<file path="config.mk">
export PLATFORM = sky130hd
export DESIGN_NAME = memory_arbiter_flat
export DESIGN_NICKNAME = d
export VERILOG_FILES = /design/src/rtl/memory_arbiter_if.sv /design/src/rtl/memory_arbiter.sv /design/src/flat_wrapper.sv
export SDC_FILE = /design/constraint.sdc
export NUM_CORES = 1
export LEC_CHECK = 0
export ABC_CLOCK_PERIOD_IN_PS = 2970
export BUFFER_PORTS_ARGS = -buffer_cell sky130_fd_sc_hd__buf_2
export CAP_MARGIN = 20
export CORE_AREA = 2 2 103 105
export CTS_BUF_LIST = sky130_fd_sc_hd__clkbuf_16
export CTS_CLUSTER_SIZE = 40
export DETAILED_ROUTE_END_ITERATION = 7
export DIE_AREA = 0 0 105 107
export PLACE_DENSITY_LB_ADDON = 0.3
export SLEW_MARGIN = 20
export SYNTH_ARGS = -nofsm -noshare
export SYNTH_HDL_FRONTEND = slang
export SYNTH_SLANG_ARGS = --single-unit
</file>
<file path="constraint.sdc">
create_clock -name CLK -period 2.97 [get_ports CLK]
set_clock_uncertainty 0.1 [all_clocks]
set_input_delay 0.594 -clock CLK [delete_from_list [all_inputs] [get_ports CLK]]
set_output_delay 0.594 -clock CLK [all_outputs]
set_load 0.05 [all_outputs]
</file>
<file path="src/rtl/memory_arbiter_if.sv">
// Fetch-port, data-port and RAM-side signals of the memory arbiter.
// The slave modport is the arbiter's view; master is the datapath/RAM side.
interface memory_arbiter_if;
    logic        iREN;
    logic [31:0] iaddr;
    logic [31:0] iload;
    logic        iwait;
    logic        dREN;
    logic        dWEN;
    logic [31:0] daddr;
    logic [31:0] dstore;
    logic [31:0] dload;
    logic        dwait;
    logic        ramREN;
    logic        ramWEN;
    logic [31:0] ramaddr;
    logic [31:0] ramstore;
    logic [31:0] ramload;
    logic [1:0]  ramstate;
    logic        grant_d;

    modport slave (
        input  iREN, iaddr, dREN, dWEN, daddr, dstore, ramload, ramstate,
        output iload, iwait, dload, dwait, ramREN, ramWEN, ramaddr, ramstore, grant_d
    );

    modport master (
        output iREN, iaddr, dREN, dWEN, daddr, dstore, ramload, ramstate,
        input  iload, iwait, dload, dwait, ramREN, ramWEN, ramaddr, ramstore, grant_d
    );
endinterface

</file>
<file path="src/rtl/memory_arbiter.sv">
// Shares one RAM port between fetch and data; grant registered, completion in the grant cycle at the earliest.
// Requesters stall on iwait/dwait until RAM reports ACCESS; data wins unless fetch has starved STARVE_MAX times.
module memory_arbiter #(
    parameter int STARVE_MAX = 4
) (
    input  logic             CLK,
    input  logic             nRST,
    memory_arbiter_if.slave  arb
);
    localparam int             CW         = $clog2(STARVE_MAX + 1);
    localparam logic [CW-1:0]  STARVE_LIM = CW'(STARVE_MAX);
    localparam logic [1:0]     RS_ACCESS  = 2'd2;

    typedef enum logic [1:0] {
        IDLE   = 2'd0,
        IGRANT = 2'd1,
        DGRANT = 2'd2
    } state_t;

    state_t          r_state;
    state_t          w_state_nxt;
    logic [CW-1:0]   r_starve_cnt;
    logic [CW-1:0]   w_cnt_nxt;
    logic            w_dreq;
    logic            w_access;
    logic            w_ram_ren;
    logic            w_ram_wen;
    logic [31:0]     w_ram_addr;
    logic [31:0]     w_ram_store;

    assign w_dreq   = arb.dREN | arb.dWEN;
    assign w_access = (arb.ramstate == RS_ACCESS);

    always_ff @(posedge CLK or negedge nRST) begin
        if (!nRST) begin
            r_state      <= IDLE;
            r_starve_cnt <= '0;
        end else begin
            r_state      <= w_state_nxt;
            r_starve_cnt <= w_cnt_nxt;
        end
    end

    always_comb begin
        w_state_nxt = r_state;
        w_cnt_nxt   = r_starve_cnt;
        w_ram_ren   = 1'b0;
        w_ram_wen   = 1'b0;
        w_ram_addr  = '0;
        w_ram_store = '0;
        case (r_state)
            IDLE: begin
                if (!arb.iREN)
                    w_cnt_nxt = '0;
                if (w_dreq && (r_starve_cnt < STARVE_LIM || !arb.iREN))
                    w_state_nxt = DGRANT;
                else if (arb.iREN)
                    w_state_nxt = IGRANT;
            end
            IGRANT: begin
                w_ram_ren  = 1'b1;
                w_ram_addr = arb.iaddr;
                if (w_access) begin
                    w_cnt_nxt   = '0;
                    w_state_nxt = IDLE;
                end else if (!arb.iREN) begin
                    w_state_nxt = IDLE;
                end
            end
            DGRANT: begin
                // A simultaneous read+write request is treated as a write.
                w_ram_ren   = arb.dREN & ~arb.dWEN;
                w_ram_wen   = arb.dWEN;
                w_ram_addr  = arb.daddr;
                w_ram_store = arb.dstore;
                if (w_access) begin
                    w_state_nxt = IDLE;
                    if (!arb.iREN)
                        w_cnt_nxt = '0;
                    else if (r_starve_cnt != STARVE_LIM)
                        w_cnt_nxt = r_starve_cnt + CW'(1);
                end else if (!w_dreq) begin
                    w_state_nxt = IDLE;
                end
            end
            default: w_state_nxt = IDLE;
        endcase
    end

    assign arb.ramREN   = w_ram_ren;
    assign arb.ramWEN   = w_ram_wen;
    assign arb.ramaddr  = w_ram_addr;
    assign arb.ramstore = w_ram_store;
    assign arb.iload    = arb.ramload;
    assign arb.dload    = arb.ramload;
    assign arb.iwait    = arb.iREN & ~((r_state == IGRANT) && w_access);
    assign arb.dwait    = w_dreq & ~((r_state == DGRANT) && w_access);
    assign arb.grant_d  = (r_state == DGRANT);
endmodule
</file>
<file path="src/flat_wrapper.sv">
// flat-port wrapper written by rule: the top's interface ports become plain ports
module memory_arbiter_flat 
#(
    parameter int STARVE_MAX = 4
)
  (CLK, nRST, arb_iREN, arb_iaddr, arb_dREN, arb_dWEN, arb_daddr, arb_dstore, arb_ramload, arb_ramstate, arb_iload, arb_iwait, arb_dload, arb_dwait, arb_ramREN, arb_ramWEN, arb_ramaddr, arb_ramstore, arb_grant_d);
  memory_arbiter_if arb_i ();
  input  logic CLK;
  input  logic nRST;
  input wire logic [$bits(arb_i.iREN)-1:0] arb_iREN;
  input wire logic [$bits(arb_i.iaddr)-1:0] arb_iaddr;
  input wire logic [$bits(arb_i.dREN)-1:0] arb_dREN;
  input wire logic [$bits(arb_i.dWEN)-1:0] arb_dWEN;
  input wire logic [$bits(arb_i.daddr)-1:0] arb_daddr;
  input wire logic [$bits(arb_i.dstore)-1:0] arb_dstore;
  input wire logic [$bits(arb_i.ramload)-1:0] arb_ramload;
  input wire logic [$bits(arb_i.ramstate)-1:0] arb_ramstate;
  output wire logic [$bits(arb_i.iload)-1:0] arb_iload;
  output wire logic [$bits(arb_i.iwait)-1:0] arb_iwait;
  output wire logic [$bits(arb_i.dload)-1:0] arb_dload;
  output wire logic [$bits(arb_i.dwait)-1:0] arb_dwait;
  output wire logic [$bits(arb_i.ramREN)-1:0] arb_ramREN;
  output wire logic [$bits(arb_i.ramWEN)-1:0] arb_ramWEN;
  output wire logic [$bits(arb_i.ramaddr)-1:0] arb_ramaddr;
  output wire logic [$bits(arb_i.ramstore)-1:0] arb_ramstore;
  output wire logic [$bits(arb_i.grant_d)-1:0] arb_grant_d;
  assign arb_i.iREN = arb_iREN;
  assign arb_i.iaddr = arb_iaddr;
  assign arb_i.dREN = arb_dREN;
  assign arb_i.dWEN = arb_dWEN;
  assign arb_i.daddr = arb_daddr;
  assign arb_i.dstore = arb_dstore;
  assign arb_i.ramload = arb_ramload;
  assign arb_i.ramstate = arb_ramstate;
  assign arb_iload = arb_i.iload;
  assign arb_iwait = arb_i.iwait;
  assign arb_dload = arb_i.dload;
  assign arb_dwait = arb_i.dwait;
  assign arb_ramREN = arb_i.ramREN;
  assign arb_ramWEN = arb_i.ramWEN;
  assign arb_ramaddr = arb_i.ramaddr;
  assign arb_ramstore = arb_i.ramstore;
  assign arb_grant_d = arb_i.grant_d;
  memory_arbiter #(.STARVE_MAX(STARVE_MAX)) u_core (.CLK(CLK), .nRST(nRST), .arb(arb_i));
endmodule
</file>
### After elaboration in Yosys (flattened, before gate mapping)

Cells that the tools add are included.

| storage, ports and cells | value |
|---|---|
| register bits after elaboration | 5 |
| bits of input ports | 135 |
| output and inout port bits | 133 |

| cells by class | value |
|---|---|
| add/subtract/negate cells | 1 |
| order comparisons | 1 |
| equality and inequality tests | 11 |
| mux-type cells | 17 |
| bitwise gates (word level) | 7 |
| reduce and logical (&&, ||, !) cells | 9 |

Operator list:

| cell | number |
|---|---|
| one-hot mux 32 bit (2 select lines) | 1 |
| 2-to-1 mux 32 bit | 1 |
| 2-to-1 mux 3 bit | 5 |
| 2-to-1 mux 2 bit | 6 |
| inequality test 3 x 2 -> 1 bit (second input constant) | 3 |
| one-hot mux 3 bit (3 select lines) | 1 |
| inequality test 3 bit (second input constant) | 2 |
| one-hot mux 2 bit (3 select lines) | 1 |
| AND reduction 5 bit | 1 |
| == test 2 bit (second input constant) | 2 |
| inequality test 2 x 1 -> 1 bit (second input constant) | 2 |
| adder 3 x 1 -> 3 bit (second input constant) | 1 |
| AND 1 bit | 3 |
| logical AND 1 bit | 3 |
| less-than comparator 3 bit (second input constant) | 1 |
| inverter 1 bit | 3 |
| AND reduction 3 bit | 1 |
| nonzero test 3 bit | 1 |
| == test 2 x 1 -> 1 bit (second input constant) | 1 |
| logical NOT 2 bit | 1 |
| inequality test 2 bit (second input constant) | 1 |
| one-hot mux 1 bit (2 select lines) | 1 |
| logical NOT 1 bit | 1 |
| logical OR 1 bit | 1 |
| 2 further kinds | 2 |

### Depth between registers and ports, before layout

Gate-level depths: netlist (run 1).

| depth | value |
|---|---|
| word-level depth | 5 |
| gate-level depth with buffers | 7 |
| gate-level depth less buffers | 6 |

### Least setup slack after synthesis (run 1)

No wires, ideal clock.

| timing | value |
|---|---|
| path type | register -> output |
| start point | register u_core.r_state[0] |
| end point | output arb_ramaddr[0] |
| arrival time | 2.257 ns |
| setup slack | 0.019 ns |
| cell stages (with the launch flop) | 7 |
| buffers on the path | 2 |
| path through | dfrtp_1 inv_1 ha_1 buf_6 clkbuf_1 a22oi_1 nor2b_1 |

| on the way | value |
|---|---|
| cells in the longest elaborated chain, start to end | 2 |
| elaborated cells on any way between the ends | 3 |

RTL lines:

| item | line | text |
|---|---|---|
| start: declaration | memory_arbiter.sv:20 | `state_t r_state;` |
| start signal: assignment | memory_arbiter.sv:39 | `r_state <= w_state_nxt;` |
| == test 2 bit | - |  |
| via arb_grant_d | flat_wrapper.sv:26 | `output wire logic [$bits(arb_i.grant_d)-1:0] arb_grant_d;` |
| one-hot mux 32 bit (2 select lines) | memory_arbiter.sv:51 | `case (r_state)` |
| end: declaration | flat_wrapper.sv:24 | `output wire logic [$bits(arb_i.ramaddr)-1:0] arb_ramaddr;` |

The timed path passes the listed nets, and every way through them passes these cells.

### Worst setup path in the final report (run 1)

| timing | value |
|---|---|
| start point | register u_core.r_state[0] |
| end point | output arb_ramREN |

| on the way | value |
|---|---|
| cells in the longest elaborated chain, start to end | 2 |
| elaborated cells on any way between the ends | 3 |

RTL lines:

| item | line | text |
|---|---|---|
| == test 2 bit or == test 2 x 1 -> 1 bit (tied branches) | memory_arbiter.sv:51 |  |
| one-hot mux 1 bit (2 select lines) * | memory_arbiter.sv:51 |  |
| end: declaration | flat_wrapper.sv:22 | `output wire logic [$bits(arb_i.ramREN)-1:0] arb_ramREN;` |

Mark *: on every way between the ends. The rest lies on a longest branch, timed or not.

==> results.md, run 1 <==
* Status: complete, no violations
* Peak VDD IR at 0.4905 mV
* Leakage at 1.202 nW
* Endpoints failing setup at 0
* Seq cells post-synth at 5
* FF/Latch Area at 125.1 µm²
* Number of buffers inserted by port buffering at 171
* Layout area overhead at 37.69%
* FP Rows at 37
* Worst reg2reg path depth at 7
* Filler cells at 1159
* Max Buffers Root-to-Sink at 2
* Routed len/inst at 11.30 µm
* Post-detailed-route count of antenna-violating nets at 0
* CP max FO at 45
* Final Worst Setup Slack at 0.2415 ns
* Endpoint class of the critical path: primary output
* Count of final max-slew check failures at 0
* Area of the multi-input gates at 933.4 µm²
* Critical path launch point type: flop
* Iteration count of the initial detailed-routing pass at 4
* Number of buffers created by CTS at 3
* Layout cells sized above 1 at 0.5688
* Final wirelength at 5.151 mm
* Vias at 1718
* Mux contribution to synthesized area at 0.02786
* Clk root buf: clkbuf_16
* Die Ht at 107 µm
* # DRC at 0
* Vias/cell at 3.768
* Crit path arrival time at 2.03 ns
* Reg clk slew, reported paths at 0.03 ns
* First-pass GRT wire length at 8.052 mm
* Synthesized area at 1617 µm²
* PwrDens at 1178 nW/µm²
* Syn Area/Cell at 7.315 µm²
* Synth cell types at 27
* Slew @ Worst Pin at 0.5375 ns
* Fin. Hold Viols at 0
* Hpwl dp at 4.255 mm
* H-tree depth at 1
* Hold WS at 0.07958 ns
* Postcts setup bufs at 0
* Width of the chip at 105 µm
* Dpl ws at 0.4329 ns
* Post-synthesis sequential area ratio at 0.07740
* Critical path required time at 2.28 ns
* Relative slew slack at 0.6417
* Antenna fix cells at 0
* Vias in the first global route at 1671
* Tmin final at 2.729 ns
* Core Region at 10090 µm²
* Initial detailed-routing violation count at 80
* Synth Area in Adders at 0.04644
* Largest net degree at the start of global routing at 46
* Nets at 462
* # IOs at 268
* HP Class: input pin to async pin
* Initial antenna violation count at 0
* Resized cells post-CTS at 0
* Max cap viols at 0
* RSZ-0062 raised after global routing: false
* Overflow after GRT at 0
* Final worst path period share at 0.9187
* Critical path class: flop to primary output
* Compound-cell area share of the yosys netlist at 0.2036
* Cts hold-fix bufs at 0
* Post-synthesis cell count at 221
* CTS tree: built
* Simple-Gate Fraction of Synth Area at 0.2980
* Synth Net Count at 362
* Synth Warn # at 0
* Fmax at 0.3665 GHz
* Setup TNS at 0 ns
* Largest family of logic cells by synthesized area: buffers and inverters
* XOR/XNOR share of the synthesized area at 0
* Starting density of the core at 0.1602
* Die Area at 11240 µm²
* Clk sinks at 5
* GRT Resource Usage Total at 0.08595
* GPL Wtd Cong at 0.7501
* Worst skew pair latency at 0.22 ns
==> report_power, final <==
| group | internal (mW) | switching (mW) |
|---|---|---|
| logic | 0.672 | 1.63 |
| registers | 0.0877 | 0.0151 |
| clock network | 0.174 | 0.0400 |
==> worst max-delay path: stages (launching register included) <==
cell,delay (ns)
dfrtp_1,0.39
inv_1,0.11
ha_2,0.54
buf_12,0.26
nand2_1,0.07
nor2_1,0.08
o21a_1,0.10
buf_2,0.25
==> synth_stat cells <==
cell type  number  area [µm²]
buf_4          64       480.5
and2_1         33       206.5
nor2b_1        33       206.5
a22oi_1        32       240.2
clkbuf_1       11       41.29
ha_1            6       75.07
nand2_1         6       22.52
dfrtp_1         5       125.1
a21oi_1         4       20.02
inv_1           4       15.01
mux2i_1         3       30.03
nor2_1          3       11.26
buf_1           2       7.510
nand2b_1        2       12.51
a21boi_0        1       7.510
a221oi_4        1       26.28
a31oi_1         1       6.260
buf_2           1       5.000
buf_6           1       11.26
mux2_4          1       15.01
nand3_1         1       5.000
nor4b_1         1       8.760
o21a_1          1       7.510
o21ai_0         1       5.000
o21ai_2         1       8.760
o21bai_1        1       7.510
or2_4           1       8.760
==> through the flow <==
step	total power, mW	utilization	instance area (µm²)	instances
after floorplan	2.159	-	1617	221
after global placement	2.428	0.2127	2147	452
after detailed placement	2.440	0.2127	2147	452
after CTS	2.664	0.2206	2226	456
after global routing	2.799	0.2206	2226	456
final	2.623	0.2206	2226	456
==> registers in the layout, indices dropped and copies added, names as in the netlist <==
signal / flops
u_core.r_starve_cnt: 3
u_core.r_state: 2
==> layout make-up <==
cell class,count,share of cell area
multi-input cells,133,0.4193
repair buffers,174,0.4058
well taps,136,0.07645
flip-flops and latches,5,0.05621
clock buffers,3,0.03373
inverters,4,0.006745
clock inverters,1,0.001686
==> layer usage <==
layer / vias to the layer above / global-route usage / routed length, µm
met2: 83 / 0.1628 / 2635
li1: 867 / - / -
met3: 9 / 0.01824 / 469
met1: 759 / 0.09729 / 1973
met4: 0 / 0.02190 / 72
met5: - / 0 / 0
==> kinds of logic after synthesis <==
logic type | Yosys count
buffers and inverters | 83
and+or+nand+nor | 80
AOI/OAI and AO/OA | 43
adders and majority gates | 6
DFF | 5
muxes | 4
==> path summary, 6_finish.rpt <==
check | from | end | slack (ns)
max | u_core.r_state[0] | arb_ramREN | 0.24
max reg2reg | u_core.r_state[0] | u_core.r_starve_cnt[0] | 0.68
min | nRST | u_core.r_starve_cnt[2] | 0.08
min in group CLK | u_core.r_starve_cnt[1] | u_core.r_starve_cnt[1] | 0.45
max in group asynchronous | nRST | u_core.r_starve_cnt[0] | 2.56
min reg2reg | u_core.r_starve_cnt[1] | u_core.r_starve_cnt[1] | 0.45
==> placed cells by master (no fill, tap or decap), drive strengths merged <==
master / n
o21a: 1
mux2i: 3
a21boi: 1
nor4b: 1
a21oi: 4
nand2: 6
o21bai: 1
buf: 174
a221oi: 1
a31oi: 1
inv: 5
dfrtp: 5
ha: 6
clkbuf: 3
or2: 1
o21ai: 2
nand2b: 2
nand3: 1
and2: 33
nor2b: 33
nor2: 3
a22oi: 32
mux2: 1
No activity file was read; power rests on OpenSTA's default activity.
==> run 2: changes to the inputs <==
Settings changed: CELL_PAD_IN_SITES_DETAIL_PLACEMENT set to 1, CELL_PAD_IN_SITES_GLOBAL_PLACEMENT set to 1, CORE_AREA 2 2 103 105 to 2 2 104 106, DIE_AREA 0 0 105 107 to 0 0 106 108.
==> results.md, run 2 (same netlist as run 1, synthesis figures left out) <==
* Met1 Usage GRT at 0.1072 (+0.009914)
* Layout cells sized above 1 at 0.5728 (+0.004005)
* First-pass GRT wire length at 9.791 mm (+22%)
* FP Rows at 37 (unchanged)
* Width of the chip at 106 µm (+0.95%)
* Leading registers by flop count: u_core.r_starve_cnt x3, u_core.r_state x2
* H-tree depth at 1 (unchanged)
* Starting density of the core at 0.1580 (-0.002174)
* Worst-path cell chain: inv_1 -> ha_4 -> buf_4 -> a22oi_1 -> nor2b_1 -> buf_2
* Crit path largest cell delay at 0.39 ns (-0.15 ns)
* Endpoints failing setup at 0 (unchanged)
* Overflow after GRT at 0 (unchanged)
* FF-to-FF Start: u_core.r_state[0]
* Tmin final at 2.694 ns (-0.03418 ns)
* Peak VDD IR at 0.2958 mV (-40%)
* HP Class: input pin to async pin
* Relative slew slack at 0.7217 (+0.08001)
* Leakage at 1.212 nW (+0.86%)
* Core Region at 10230 µm² (+1.4%)
* R2r endpoint: u_core.r_starve_cnt[0]
* Vias in the first global route at 1913 (+14%)
* Final worst path period share at 0.9072 (-0.01151)
* Reg clk slew, reported paths at 0.04 ns (about the same)
* R2r setup slk at 0.79 ns (+0.11 ns)
* Critical path required time at 2.28 ns (about the same)
* Iteration count of the initial detailed-routing pass at 4 (unchanged)
* Filler cells at 1279 (+10%)
* Most frequent cells in the layout: buf_2 (171), nor2b_1 (33), and2_1 (33)
* GRT met3 Usage at 0.03014 (+0.01190)
* Met2 Resource Use GR at 0.2157 (+0.05287)
* Initial antenna violation count at 0 (unchanged)
* Max Buffers Root-to-Sink at 2 (unchanged)
* Slew @ Worst Pin at 0.4131 ns (-0.1244 ns)
* Number of buffers created by CTS at 3 (unchanged)
* Max reg flops at 3 (unchanged)
* Routed len/inst at 14.49 µm (+28%)
* Die Area at 11450 µm² (+1.9%)
* Hpwl dp at 5.633 mm (+32%)
* Critical path launch point type: flop
* Post-detailed-route count of antenna-violating nets at 0 (unchanged)
* Max cap viols at 0 (unchanged)
* Clk root buf: clkbuf_16
* Vias/cell at 3.976 (+5.5%)
* Die Ht at 108 µm (+0.93%)
* Number of buffers inserted by port buffering at 171 (unchanged)
* Status: complete, no violations
* CTS tree: built
* Largest net degree at the start of global routing at 31 (-33%)
* # IOs at 268 (unchanged)
* Most common cell after layout, fill and taps aside: buf_2
* Critical path class: flop to primary output
* GRT Resource Usage Total at 0.1094 (+0.02347)
* Setup TNS at 0 ns (unchanged)
* # DRC at 0 (unchanged)
* Final wirelength at 6.650 mm (+29%)
* Initial detailed-routing violation count at 57 (-29%)
* Final non-filler cell total at 459 (+0.66%)
* Dpl cells at 455 (+0.66%)
* Fmax at 0.3711 GHz (+1.3%)
* Grt peak-use layer: met2
* Antenna fix cells at 0 (unchanged)
* Crit path arrival time at 2.00 ns (-0.03 ns)
* Worst reg2reg path depth at 7 (unchanged)
* PwrDens at 1202 nW/µm² (+2.0%)
* Total power at 2.684 mW (+2.3%)
* Vias at 1825 (+6.2%)
* Worst skew pair latency at 0.23 ns (about the same)
* Count of final max-slew check failures at 0 (unchanged)
* Fin. Hold Viols at 0 (unchanged)
* Layout area overhead at 38.16%
* CP max FO at 30 (-33%)
* RSZ-0062 raised after global routing: false
* GPL Wtd Cong at 0.8043 (+7.2%)
* Endpoint class of the critical path: primary output
* Clk sinks at 5 (unchanged)
* Fin util at 0.2183 (-0.002260)
* Nets at 465 (+0.65%)
* Slowest CP cell: dfrtp_1
* Top reg by flops: u_core.r_starve_cnt
## run 2: layout make-up
cell class / count / area [µm²] / share of cell area
Multi-Input combinational cell: 133 / 943.4 / 0.4224
Clock inverter: 1 / 3.754 / 0.001681
Clock buffer: 3 / 75.07 / 0.03361
Tap cell: 136 / 170.2 / 0.07619
Timing Repair Buffer: 177 / 900.9 / 0.4034
Sequential cell: 5 / 125.1 / 0.05602
Inverter: 4 / 15.01 / 0.006723
## run 2: worst max-delay path by stage
| stage | depth (start not counted) | endpoint | slack, ns | start |
|---|---|---|---|---|
| 3_5_place_dp | 6 | arb_ramaddr[21] | 0.30 | u_core.r_state[0] |
| 2_1_floorplan | 6 | arb_ramaddr[0] | 0.02 | u_core.r_state[0] |
| 4_1_cts | 6 | arb_ramaddr[21] | 0.05 | u_core.r_state[0] |
| 5_1_grt | 6 | arb_ramaddr[11] | 0.10 | u_core.r_state[0] |
| 6_report | 6 | arb_ramaddr[21] | 0.28 | u_core.r_state[0] |
| 3_3_place_gp | 6 | arb_ramaddr[21] | 0.39 | u_core.r_state[0] |
## run 2: per-layer routing
layer / up-vias / wire length (µm)
met3: 22 / 615
li1: 870 / -
met5: - / 0
met4: 0 / 177
met2: 106 / 3538
met1: 827 / 2319
## run 2: timing repair
| item | CTS | global route |
|---|---|---|
| hold buffers | 0 | 0 |
| setup buffers | 0 | 0 |
| resized for setup | 0 | 1 |
| endpoints found under the setup margin | 0 | 13 |
## run 2: power by group
part / switching, mW / internal, mW / total [mW]
Sequential: 0.0195 / 0.0876 / 0.107
Combinational: 1.67 / 0.679 / 2.35
Clock: 0.0498 / 0.175 / 0.225
Total: 1.74 / 0.941 / 2.68
## run 2: through the flow
stage,cell area (µm²),setup slack (ns),hold slack [ns]
2_1_floorplan,1617,0.01888,0.1984
3_3_place_gp,2145,0.3887,0.3321
3_5_place_dp,2145,0.2986,0.3364
4_1_cts,2223,0.05031,0.09097
5_1_grt,2233,0.1049,0.09101
6_report,2233,0.2756,0.08639
## run 2: critical path, delay by kind of cell (launching register included)
family / cells / cell delay [ns]
and+or+nand+nor: 1 / 0.13
buffers and inverters: 3 / 0.75
AOI/OAI and AO/OA: 1 / 0.13
adders and majority gates: 1 / 0.35
DFF: 1 / 0.39
